<file path="config.mk">
export PLATFORM = sky130hd
export DESIGN_NAME = fetch_stage
export DESIGN_NICKNAME = d
export VERILOG_FILES = /design/src/rtl/fetch_stage_pkg.sv /design/src/rtl/fetch_stage.sv
export SDC_FILE = /design/constraint.sdc
export NUM_CORES = 1
export LEC_CHECK = 0
export BUFFER_PORTS_ARGS = -buffer_cell sky130_fd_sc_hd__buf_2
export CORE_MARGIN = 8
export CORE_UTILIZATION = 50
export DETAILED_ROUTE_END_ITERATION = 7
export PLACE_DENSITY = 0.74
export SETUP_SLACK_MARGIN = 0.02
export SLEW_MARGIN = 20
export SYNTH_ARGS = -nofsm -noshare
export SYNTH_HDL_FRONTEND = slang
export SYNTH_SLANG_ARGS = --single-unit
export TNS_END_PERCENT = 1
</file>
<file path="constraint.sdc">
create_clock -name clock -period 2 [get_ports clock]
set_input_delay 0.3 -clock clock [delete_from_list [all_inputs] [get_ports clock]]
set_output_delay 0.3 -clock clock [all_outputs]
set_load 0.05 [all_outputs]
</file>
<file path="src/rtl/fetch_stage_pkg.sv">
// fetch_stage_pkg: shared widths, reset address and nop encoding for the fetch stage.
package fetch_stage_pkg;
  localparam int PC_WIDTH = 12;
  localparam int INSN_WIDTH = 32;
  localparam int RESET_PC = 0;
  localparam logic [INSN_WIDTH-1:0] NOP_INSN = 32'h0;
endpackage

</file>
<file path="src/rtl/fetch_stage.sv">
// fetch_stage: owns the PC, drives imem, and fills the F/D slot through a one-entry stall buffer.
module fetch_stage
  import fetch_stage_pkg::*;
#(
  parameter int PC_WIDTH = fetch_stage_pkg::PC_WIDTH,
  parameter logic [PC_WIDTH-1:0] RESET_PC = PC_WIDTH'(fetch_stage_pkg::RESET_PC)
) (
  input  logic                  clock,
  input  logic                  reset_n,
  input  logic                  stall,
  input  logic                  redirect_valid,
  input  logic [PC_WIDTH-1:0]   redirect_pc,
  output logic [PC_WIDTH-1:0]   imem_addr,
  input  logic [INSN_WIDTH-1:0] imem_q,
  output logic                  fd_valid,
  output logic [INSN_WIDTH-1:0] fd_insn,
  output logic [PC_WIDTH-1:0]   fd_pc
);
  logic [PC_WIDTH-1:0] pc_q, req_pc_q, hold_pc_q, src_pc;
  logic [INSN_WIDTH-1:0] hold_insn_q, src_insn;
  logic req_valid_q, hold_valid_q, src_valid;
  assign imem_addr = pc_q;
  // A held instruction is older than anything on imem_q, so it drains first.
  always_comb begin
    src_valid = hold_valid_q | req_valid_q;
    src_insn = hold_valid_q ? hold_insn_q : imem_q;
    src_pc = hold_valid_q ? hold_pc_q : req_pc_q;
  end
  always_ff @(posedge clock or negedge reset_n) begin
    if (!reset_n) begin
      pc_q <= RESET_PC;
      req_valid_q <= 1'b0;
      req_pc_q <= '0;
      hold_valid_q <= 1'b0;
      hold_insn_q <= NOP_INSN;
      hold_pc_q <= '0;
      fd_valid <= 1'b0;
      fd_insn <= NOP_INSN;
      fd_pc <= '0;
    end else if (redirect_valid) begin
      pc_q <= redirect_pc;
      req_valid_q <= 1'b0;
      hold_valid_q <= 1'b0;
      fd_valid <= 1'b0;
      fd_insn <= NOP_INSN;
    end else if (stall) begin
      req_valid_q <= 1'b0;
      if (req_valid_q && !hold_valid_q) begin
        hold_valid_q <= 1'b1;
        hold_insn_q <= imem_q;
        hold_pc_q <= req_pc_q;
      end
    end else begin
      fd_valid <= src_valid;
      fd_insn <= src_valid ? src_insn : NOP_INSN;
      if (src_valid) fd_pc <= src_pc + PC_WIDTH'(1);
      hold_valid_q <= 1'b0;
      req_valid_q <= 1'b1;
      req_pc_q <= pc_q;
      pc_q <= pc_q + PC_WIDTH'(1);
    end
  end
endmodule

</file>
# Word-level counts from Yosys, hierarchy flattened
# Index checks and enable logic that the tools add are counted.
# op_classes
bitwise_logic	3
n_addsub	2
eq_ne	2
n_mux	14
n_reduce_logical	5
# op_table
cell	count
32-bit 2-to-1 mux	4
12-bit 2-to-1 mux	3
12-bit by 1-bit adder with 12-bit output, second input constant	2
1-bit 2-to-1 mux	7
3-bit AND reduction	2
3-bit by 1-bit inequality test with 1-bit output, second input constant	1
2-bit by 1-bit inequality test with 1-bit output, second input constant	1
1-bit inverter	2
2-bit AND reduction	1
1-bit logical AND	1
1-bit zero test	1
1-bit OR	1
# totals
register_bits	115
wordCells	35
out_inout_bits	57

# Depth between registers and ports, before layout
# Gate-level depths: netlist of run 1.
# depth
depth_word	5
depth_mapped	9
ltp_nobuf	6

# Worst setup path after synthesis of run 1
# Ideal clock, no wire load.
# synth_path
path_kind	register to register
start	register hold_valid_q
end	register fd_pc[6]
stages_incl_launch_ff	10
setup_time_ps	137
arrival_ps	1883
slack_ps	-20
synth_period_minus_slack_ps	2020
required_time_ps	1863
cell_sequence	dfrtp_1 buf_6 buf_6 buf_2 mux2_2 ha_1 inv_1 a2111oi_0 xor2_1 o21ai_0
# synth_between
elab_chain_cells	2
elab_cells_between_ends	4
classes_between	add/sub: 1; mux: 1; bitwise: 1; reduce/logical: 1
# synth_rtl
item	line	source
start, declared	fetch_stage.sv:21	logic req_valid_q, hold_valid_q, src_valid;
start signal, assigned	fetch_stage.sv:34	hold_valid_q <= 1'b0;
start signal, assigned	fetch_stage.sv:43	hold_valid_q <= 1'b0;
start signal, assigned	fetch_stage.sv:49	hold_valid_q <= 1'b1;
12-bit 2-to-1 mux or 1-bit OR (tied branches)	fetch_stage.sv:27, fetch_stage.sv:25	
12-bit by 1-bit adder with 12-bit output or 3-bit AND reduction (tied branches)	-	
end signal, assigned	fetch_stage.sv:56	if (src_valid) fd_pc <= src_pc + PC_WIDTH'(1);
end, declared	fetch_stage.sv:17	output logic [PC_WIDTH-1:0] fd_pc
# Parallel ways exist; a longest one is shown, timed or not.
# A chain may end at the register's enable or synchronous reset.

# Worst setup path after layout of run 1
# layout_path
start	register hold_valid_q
end	register fd_pc[10]
# The elaborated chain is that of the path after synthesis.

==> results of run 1 <==
## metal layers
| layer | vias up | global-route usage | wire length, um |
|---|---|---|---|
| met1 | 2012 | 0.225 | 5480 |
| met2 | 121 | 0.298 | 6010 |
| met3 | 28 | 0.0624 | 738 |
| met4 | 0 | 0.0814 | 306 |
| met5 | - | 0 | 0 |
| li1 | 1871 | - | - |
## Yosys cell counts (2+ instances only)
cell,n
buf_6,2
nand4_1,5
nor2_1,6
a21oi_1,3
nand3b_1,7
xor2_1,8
o21ai_0,18
nor2b_1,33
a22oi_1,2
o31ai_1,3
buf_1,2
inv_1,4
clkbuf_1,23
nor3_1,35
mux2_2,60
dfrtp_1,115
and4_1,2
nand2_1,32
xnor2_1,8
a221oi_1,31
buf_2,6
and2_1,2
nand3_1,12
ha_1,2
and3_1,2
mux2i_1,8
## path summary, 6_finish.rpt
path                            cells past startpoint              end            from
max in group asynchronous                           3  hold_insn_q[14]         reset_n
worst min-delay path                                3     imem_addr[5]  redirect_pc[5]
min in group asynchronous                           2         fd_pc[8]         reset_n
worst min register to register                      2         fd_pc[1]        fd_pc[1]
worst max-delay path                                5        fd_pc[10]    hold_valid_q
worst max register to register                      5        fd_pc[10]    hold_valid_q
## final cells by class
type / instances / share of cell area
inverters: 4 / 0.00226
diodes: 1 / 0.000377
flip-flops and latches: 115 / 0.434
clock buffers: 25 / 0.0775
multi-input cells: 296 / 0.333
repair buffers: 129 / 0.117
clock inverters: 4 / 0.0106
well taps: 136 / 0.0256
## power by group
part           internal (uW)  switching, uW
sequential              2750            323
clock                   1980            951
combinational            561            950
## sequential cells by signal, summed over array words and instances (netlist names)
register,cells
fd_pc,12
fd_insn,32
req_valid_q,1
imem_addr,12
hold_valid_q,1
req_pc_q,12
hold_insn_q,32
hold_pc_q,12
fd_valid,1
## through the flow
| step | instance area [um^2] | power (uW) | instances | hold WS, ns | worst slack (ns) |
|---|---|---|---|---|---|
| global route | 6630 | 7860 | 709 | 0.0114 | 0.0455 |
| global placement | 5940 | 4540 | 670 | 0.253 | 0.221 |
| finish | 6640 | 7510 | 710 | 0.0158 | 0.127 |
| CTS | 6630 | 7570 | 709 | 0.00301 | 0.107 |
| floorplan | 5240 | 4120 | 448 | 0.00441 | 0.0226 |
| detailed placement | 5940 | 4600 | 670 | 0.259 | 0.151 |
## tightest hold or removal path, delay by kind of cell
| kind | cells | cell delay (ns) |
|---|---|---|
| AOI/OAI and AO/OA | 1 | 0.07 |
| and+or+nand+nor | 1 | 0.04 |
| buffers and inverters | 1 | 0.07 |
## kinds of logic (layout without fill, tap and decap cells)
| family | after synthesis | count (layout) | synth area share |
|---|---|---|---|
| fa+ha+maj | 2 | 2 | 0.00477 |
| compound gates | 69 | 69 | 0.0981 |
| xor+xnor | 16 | 16 | 0.0267 |
| flops | 115 | 115 | 0.549 |
| buf+inv | 37 | 162 | 0.0308 |
| simple gates | 141 | 141 | 0.146 |
| other cells | 0 | 1 | 0 |
| mux | 68 | 68 | 0.144 |
## what timing repair did
| item | CTS | global route |
|---|---|---|
| endpoints found under the setup margin | 0 | 1 |
| hold buffers | 10 | 0 |
| gates resized for setup | 0 | 1 |
| endpoints found under the hold margin | 36 | 0 |
==> impl_metrics.json, run 1 <==
{
  "status": "finished, final reports clean",
  "critical_path_class": "flip-flop to flip-flop",
  "antenna_left": 0,
  "period_share": 0.937,
  "hold_path_class": "primary input to flip-flop",
  "worst_pin_slew_ns": 0.732,
  "cts_buffers": 17,
  "final_common_cell": "dfrtp_1",
  "wl_per_cell_um": 17.7,
  "synth_cell_types": 43,
  "yosysWarnings": 0,
  "cts_tree": "done",
  "avgSynthCellArea_um2": 11.7,
  "cts_sinks": 115,
  "grt_max_degree": 64,
  "vias": 4032,
  "reg2reg_setup_slack_ns": 0.13,
  "grt_pass1_wl_um": 21400,
  "drc": 0,
  "ios": 105,
  "nFillCells": 813,
  "synth_seq_cells": 115,
  "path_buf_inv": 1,
  "root_buffer": "clkbuf_8",
  "p_leak_uw": 0.00305,
  "cp_slowest_cell": "dfrtp_2",
  "grt_util_all_layers": 0.186,
  "netlist_instances": 448,
  "fmax_ghz": 0.534,
  "drt_wl_total_um": 12500,
  "num_rows": 37,
  "start_util": 0.512,
  "rsz0062_at_grt": "no",
  "grt_pass1_vias": 4266,
  "place.gp.congestion": 0.869,
  "syn-num-nets": 498,
  "worstPathArrival_ns": 2.29,
  "fin_util": 0.649,
  "endpoint_kind": "flip-flop",
  "path_clk_slew_ns": 0.05,
  "regArea_um2": 2880,
  "slowest_delay_ns": 0.50,
  "cp-start-kind": "flip-flop",
  "cts_buffer_depth": 2,
  "dr.pass1.iters": 4,
  "period_minus_slack_ns": 1.87,
  "cp_top_family": "compound AO/OA/AOI/OAI gates",
  "finalHoldViolations": 0,
  "ir_drop_mv": 0.598,
  "worstSkewPairLatency_ns": 0.51,
  "die_h_um": 118,
  "synthToLayoutAreaGrowth_pct": 26.6,
  "fp.dieArea_um2": 14000,
  "htreeDepth": 4,
  "grt_overflow": 0,
  "via_per_inst": 5.68,
  "core-area_um2": 10200,
  "synth_edf_count": 0,
  "maxCapViolations": 0,
  "synth_seq_area_share": 0.549,
  "drt_iter0_markers": 228,
  "crit_path_cell_trace": "buf_4, nand3b_1, a22o_1, o31a_1, o31ai_1",
  "finalMaxSlewViolations": 0,
  "required_ns": 2.42,
  "synth_top_area_frac": 0.549,
  "place_hpwl_um": 8470,
  "ys.flop_type": "dfrtp_1",
  "max-slew-margin-rel": 0.509,
  "final_nets": 613,
  "fp.dieW_um": 118,
  "fin_skew_ns": 0.00846,
  "multi_input_area_um2": 2210,
  "antenna_found_initial": 0,
  "async_reset_ff_frac": 1.00,
  "synth_top_area_cell": "dfrtp_1",
  "setup-tns-final_ns": 0,
  "setup_viol": 0,
  "port_buffers": 104,
  "synth_area_leaders": "dfrtp_1, mux2_2, a221oi_1, nor2b_1, nor3_1",
  "post-cts-setup-buffers": 0,
  "final_cell_mix": "dfrtp_1, buf_2, mux2_2",
  "syn_area_um2": 5240,
  "crit_fanout": 14,
  "cellPowerDensity_nw_per_um2": 1130,
  "drive_gt1_frac": 0.373
}
Power figures use the tool's default switching activity.
==> inputs of run 2 (changes only) <==
--- a/config.mk
+++ b/config.mk
@@ -9,8 +9,10 @@
 export CORE_MARGIN = 8
 export CORE_UTILIZATION = 50
 export DETAILED_ROUTE_END_ITERATION = 7
-export PLACE_DENSITY = 0.74
+export PLACE_DENSITY = 0.72
+export RECOVER_POWER = 100
 export SETUP_SLACK_MARGIN = 0.02
+export SKIP_LAST_GASP = 1
 export SLEW_MARGIN = 20
 export SYNTH_ARGS = -nofsm -noshare
 export SYNTH_HDL_FRONTEND = slang
==> constraint.sdc (replaced) <==
create_clock -name clock -period 1.9 [get_ports clock]
set_input_delay 0.285 -clock clock [delete_from_list [all_inputs] [get_ports clock]]
set_output_delay 0.285 -clock clock [all_outputs]
set_load 0.05 [all_outputs]
==> impl_metrics.json, run 2 (synthesis results as in run 1) <==
{
  "drc": 0,
  "grt_util_all_layers": 0.180,
  "slowest_delay_ns": 0.47,
  "finalHoldViolations": 0,
  "grt_pass1_wl_um": 20900,
  "rsz0062_at_grt": "yes",
  "path_clk_slew_ns": 0.06,
  "max-slew-margin-rel": 0.432,
  "reg2reg_setup_slack_ns": 0.02,
  "switchingPower_uw": 2480,
  "required_ns": 2.32,
  "combinationalPowerShare": 0.197,
  "start_util": 0.512,
  "cp-start-kind": "flip-flop",
  "cts_sinks": 115,
  "fmax_ghz": 0.531,
  "setup_viol": 0,
  "r2r_cells": 6,
  "fin_skew_ns": 0.0121,
  "p_total_uw": 8050,
  "final_cell_mix": "dfrtp_1, mux2_2, clkbuf_1",
  "maxCapViolations": 0,
  "final_area_um2": 6660,
  "cellPowerDensity_nw_per_um2": 1210,
  "place_area_um2": 5950,
  "stdcell_count": 716,
  "die_h_um": 118,
  "via_per_inst": 5.68,
  "grt_overflow": 0,
  "fin_util": 0.651,
  "drt_iter0_markers": 213,
  "period_share": 0.992,
  "worstReg2RegEnd": "fd_pc[11]",
  "cp_slowest_cell": "dfrtp_2",
  "cts_buffer_depth": 2,
  "antenna_left": 0,
  "swShare": 0.308,
  "clkPwrFrac": 0.401,
  "worst_pin_slew_ns": 0.852,
  "hold_path_class": "primary input to flip-flop",
  "status": "finished, final reports clean",
  "final_nets": 617,
  "final_common_cell": "dfrtp_1",
  "fp.dieArea_um2": 14000,
  "cp-startpoint": "hold_valid_q",
  "p_leak_uw": 0.00290,
  "htreeDepth": 4,
  "core-area_um2": 10200,
  "fp.dieW_um": 118,
  "antenna_found_initial": 0,
  "critical_path_class": "flip-flop to flip-flop",
  "crit_path_cell_trace": "buf_12, nand3b_1, a222oi_1, buf_4, a21oi_2, o31ai_2",
  "cts_tree": "done",
  "n_antenna_cell": 0,
  "endpoint_kind": "flip-flop",
  "place.gp.congestion": 0.806,
  "finalMaxSlewViolations": 0,
  "ios": 105,
  "root_buffer": "clkbuf_8",
  "hold_ws_ns": 0.0122,
  "period_minus_slack_ns": 1.88,
  "dr.pass1.iters": 4,
  "drive_gt1_frac": 0.297,
  "worstPathArrival_ns": 2.30,
  "grt_pass1_vias": 4152,
  "crit_fanout": 7,
  "synthToLayoutAreaGrowth_pct": 27.1,
  "place_hpwl_um": 8380,
  "grt_max_degree": 55,
  "timing.rr.start": "hold_valid_q",
  "wl_per_cell_um": 18.0,
  "internal-power_uw": 5570,
  "num_rows": 37,
  "placed_cells": 668,
  "whs_path_depth": 3,
  "reg.largest.list": "fd_insn x32, hold_insn_q x32",
  "port_buffers": 104,
  "drt_wl_total_um": 12900,
  "cts_buffers": 17,
  "worstSkewPairLatency_ns": 0.51,
  "ir_drop_mv": 0.724,
  "vias": 4069,
  "p_seq_frac": 0.403,
  "crit_path_end": "fd_pc[11]"
}
-- run 2: worst min-delay path by stage --
stage / from / end / slack [ns]
global placement: reset_n / imem_addr[6] / 0.26
global route: imem_q[12] / hold_insn_q[12] / 0.01
detailed placement: reset_n / imem_addr[6] / 0.27
finish: redirect_pc[5] / imem_addr[5] / 0.01
floorplan: reset_n / fd_insn[0] / -0.01
CTS: redirect_pc[5] / imem_addr[5] / 0.002
-- run 2: layer usage --
layer,GRT usage,vias up,part of all wire
met5,0,-,0
met4,0.0601,0,0.016
met3,0.0500,19,0.047
met2,0.292,133,0.49
met1,0.227,2045,0.44
li1,-,1872,-
-- run 2: power by group through the flow --
stage	Clock, uW	Sequential (uW)	Combinational [uW]
final	3230	3240	1580
after CTS	3270	3230	1610
after global routing	3380	3300	1710
after floorplan	0	3670	675
after global placement	0	3230	1550
after detailed placement	0	3260	1580
-- run 2: through the flow --
step / worst slack [ns] / setup TNS (ns)
after global placement: 0.192 / 0
final: 0.0158 / 0
after detailed placement: 0.194 / 0
after CTS: 0.164 / 0
after global routing: -0.0832 / -0.101
after floorplan: 0.0349 / 0
-- run 2: layout make-up --
cell class / instances / area (um^2)
Clock buffer: 18 / 418
Clock inverter: 14 / 188
Fill cell: 808 / 3570
Inverter: 4 / 15.0
Multi-Input combinational cell: 296 / 2240
Sequential cell: 115 / 2880
Tap cell: 136 / 170
Timing Repair Buffer: 133 / 758
-- run 2: repair_timing --
action                                 CTS  global route
setup endpoints to repair                0             2
buffers inserted                         0             4
gates resized for setup                  0             4
hold buffers                            10             0
endpoints found under the hold margin   40             0
-- run 2: critical path: cells and delay by family, from the launching register on --
kind	cells	cell delay, ns
simple gates	1	0.28
buf+inv	2	0.38
compound gates	3	0.67
flops	1	0.47
==> inputs of run 3 (changes only) <==
--- a/config.mk
+++ b/config.mk
@@ -9,7 +9,7 @@
 export CORE_MARGIN = 8
 export CORE_UTILIZATION = 50
 export DETAILED_ROUTE_END_ITERATION = 7
-export PLACE_DENSITY = 0.72
+export PLACE_DENSITY = 0.74
 export RECOVER_POWER = 100
 export SETUP_SLACK_MARGIN = 0.02
 export SKIP_LAST_GASP = 1
==> constraint.sdc (replaced) <==
create_clock -name clock -period 1.7 [get_ports clock]
set_input_delay 0.255 -clock clock [delete_from_list [all_inputs] [get_ports clock]]
set_output_delay 0.255 -clock clock [all_outputs]
set_load 0.05 [all_outputs]
==> impl_metrics.json, run 3 (synthesis results as in run 1) <==
{
  "place.gp.congestion": 0.858,
  "dr.pass1.iters": 5,
  "vias": 4298,
  "grt_max_degree": 46,
  "finalHoldViolations": 0,
  "fp.dieArea_um2": 14000,
  "failed_checks": "setup timing",
  "status": "complete, but fails checks",
  "hold_ws_ns": 0.0223,
  "grt_util_met2": 0.318,
  "maxCapViolations": 0,
  "switchingPower_uw": 2720,
  "combinationalPowerShare": 0.216,
  "fp.dieW_um": 118,
  "final_nets": 657,
  "antenna_left": 0,
  "whs_path_depth": 2,
  "fin_util": 0.694,
  "ios": 105,
  "cts_tree": "done",
  "max-slew-margin-rel": 0.472,
  "fin_skew_ns": 0.00839,
  "synthToLayoutAreaGrowth_pct": 35.5,
  "cellPowerDensity_nw_per_um2": 1250,
  "period_minus_slack_ns": 1.94,
  "worstSkewPairLatency_ns": 0.50,
  "root_buffer": "clkbuf_8",
  "n_antenna_cell": 0,
  "reg.largest.list": "fd_insn x32, hold_insn_q x32",
  "start_util": 0.512,
  "crit_fanout": 5,
  "p_seq_frac": 0.410,
  "setup_viol": 5,
  "nFillCells": 706,
  "clkPwrFrac": 0.374,
  "path_clk_slew_ns": 0.06,
  "via_per_inst": 5.69,
  "htreeDepth": 4,
  "drt_wl_total_um": 13700,
  "endpoint_kind": "flip-flop",
  "grt_overflow": 0,
  "period_share": 1.14,
  "p_total_uw": 8850,
  "ir_drop_mv": 0.800,
  "cts_buffer_depth": 2,
  "r2r_cells": 7,
  "worst_pin_slew_ns": 0.792,
  "cts_buffers": 17,
  "num_rows": 37,
  "place_hpwl_um": 8550,
  "reg2reg_setup_slack_ns": -0.24,
  "wl_per_cell_um": 18.1,
  "drt_iter0_markers": 295,
  "p_leak_uw": 0.00325,
  "grt_pass1_vias": 4487,
  "fin_ws_ns": -0.241,
  "cts_sinks": 115,
  "grt_util_all_layers": 0.192,
  "place_ws_ns": -0.0424,
  "fmax_ghz": 0.515,
  "finalMaxSlewViolations": 0,
  "antenna_found_initial": 0,
  "final_common_cell": "dfrtp_1",
  "internal-power_uw": 6120,
  "final_cell_mix": "dfrtp_1, buf_2, mux2_2",
  "swShare": 0.308,
  "critical_path_class": "flip-flop to flip-flop",
  "cp-start-kind": "flip-flop",
  "use_met3": 0.0476,
  "grt_util_met1": 0.234,
  "required_ns": 2.14,
  "die_h_um": 118,
  "hold_path_class": "primary input to flip-flop",
  "drc": 0,
  "rsz0062_at_grt": "yes",
  "drive_gt1_frac": 0.375,
  "core-area_um2": 10200,
  "grt-busiest-layer": "met2",
  "worstPathArrival_ns": 2.38,
  "port_buffers": 104,
  "grt_pass1_wl_um": 22000
}
## run 3: cell types whose count changed in the layout (fill, tap and decap cells not counted), sizes merged
cell	before	now
buf	58	127
clkbuf	83	29
dlygate4sd3	10	39
clkinv	9	4
bufinv	4	2
clkinvlp	1	3
## run 3: per-stage QoR
| stage | instance area, um^2 | TNS (ns) | std cells |
|---|---|---|---|
| 6_report | 7100 | -0.697 | 755 |
| 5_1_grt | 7100 | -3.29 | 755 |
| 4_1_cts | 7000 | -0.0325 | 744 |
| 3_5_place_dp | 6050 | -0.0442 | 674 |
| 3_3_place_gp | 6050 | 0 | 674 |
| 2_1_floorplan | 5290 | -0.419 | 448 |
## run 3: what timing repair did
action | in CTS | in global routing
buffers inserted | 1 | 9
setup endpoints to repair | 4 | 36
hold endpoints to repair | 63 | 1
pin swaps | 1 | 5
resized for setup | 0 | 8
gates cloned | 0 | 1
hold buffers | 38 | 1
## run 3: per-layer routing
metal,up-vias,wire length (um)
met1,2160,5760
met4,0,303
met3,30,747
met5,-,0
met2,152,6890
li1,1956,-
## run 3: area by class of cell
class / instances / area (um^2) / share of cell area
Timing Repair Buffer: 173 / 1210 / 0.171
Tap cell: 136 / 170 / 0.0240
Clock inverter: 9 / 106 / 0.0150
Inverter: 4 / 15.0 / 0.00211
Clock buffer: 22 / 453 / 0.0638
Sequential cell: 115 / 2880 / 0.405
Multi-Input combinational cell: 296 / 2270 / 0.319
## run 3: power by group through the flow
stage | clock, uW | combinational, uW | sequential (uW)
floorplan | 0 | 776 | 4100
global placement | 0 | 1770 | 3610
detailed placement | 0 | 1810 | 3640
CTS | 3380 | 1900 | 3610
global route | 3490 | 2060 | 3680
finish | 3310 | 1910 | 3620
## run 3: path summary, 6_finish.rpt
kind / startpoint / to
setup / recovery: hold_valid_q / fd_pc[9]
hold / removal: imem_q[2] / hold_insn_q[2]
setup reg to reg: hold_valid_q / fd_pc[9]
hold reg to reg: fd_pc[3] / fd_pc[3]
max in group asynchronous: reset_n / hold_valid_q
min in group asynchronous: reset_n / imem_addr[5]
## run 3: critical path: stages (launching register included)
cell	delay [ns]
dfrtp_2	0.46
clkbuf_16	0.17
nand4_1	0.14
a222oi_1	0.54
buf_4	0.23
buf_6	0.10
nand4_1	0.13
nand3_2	0.11
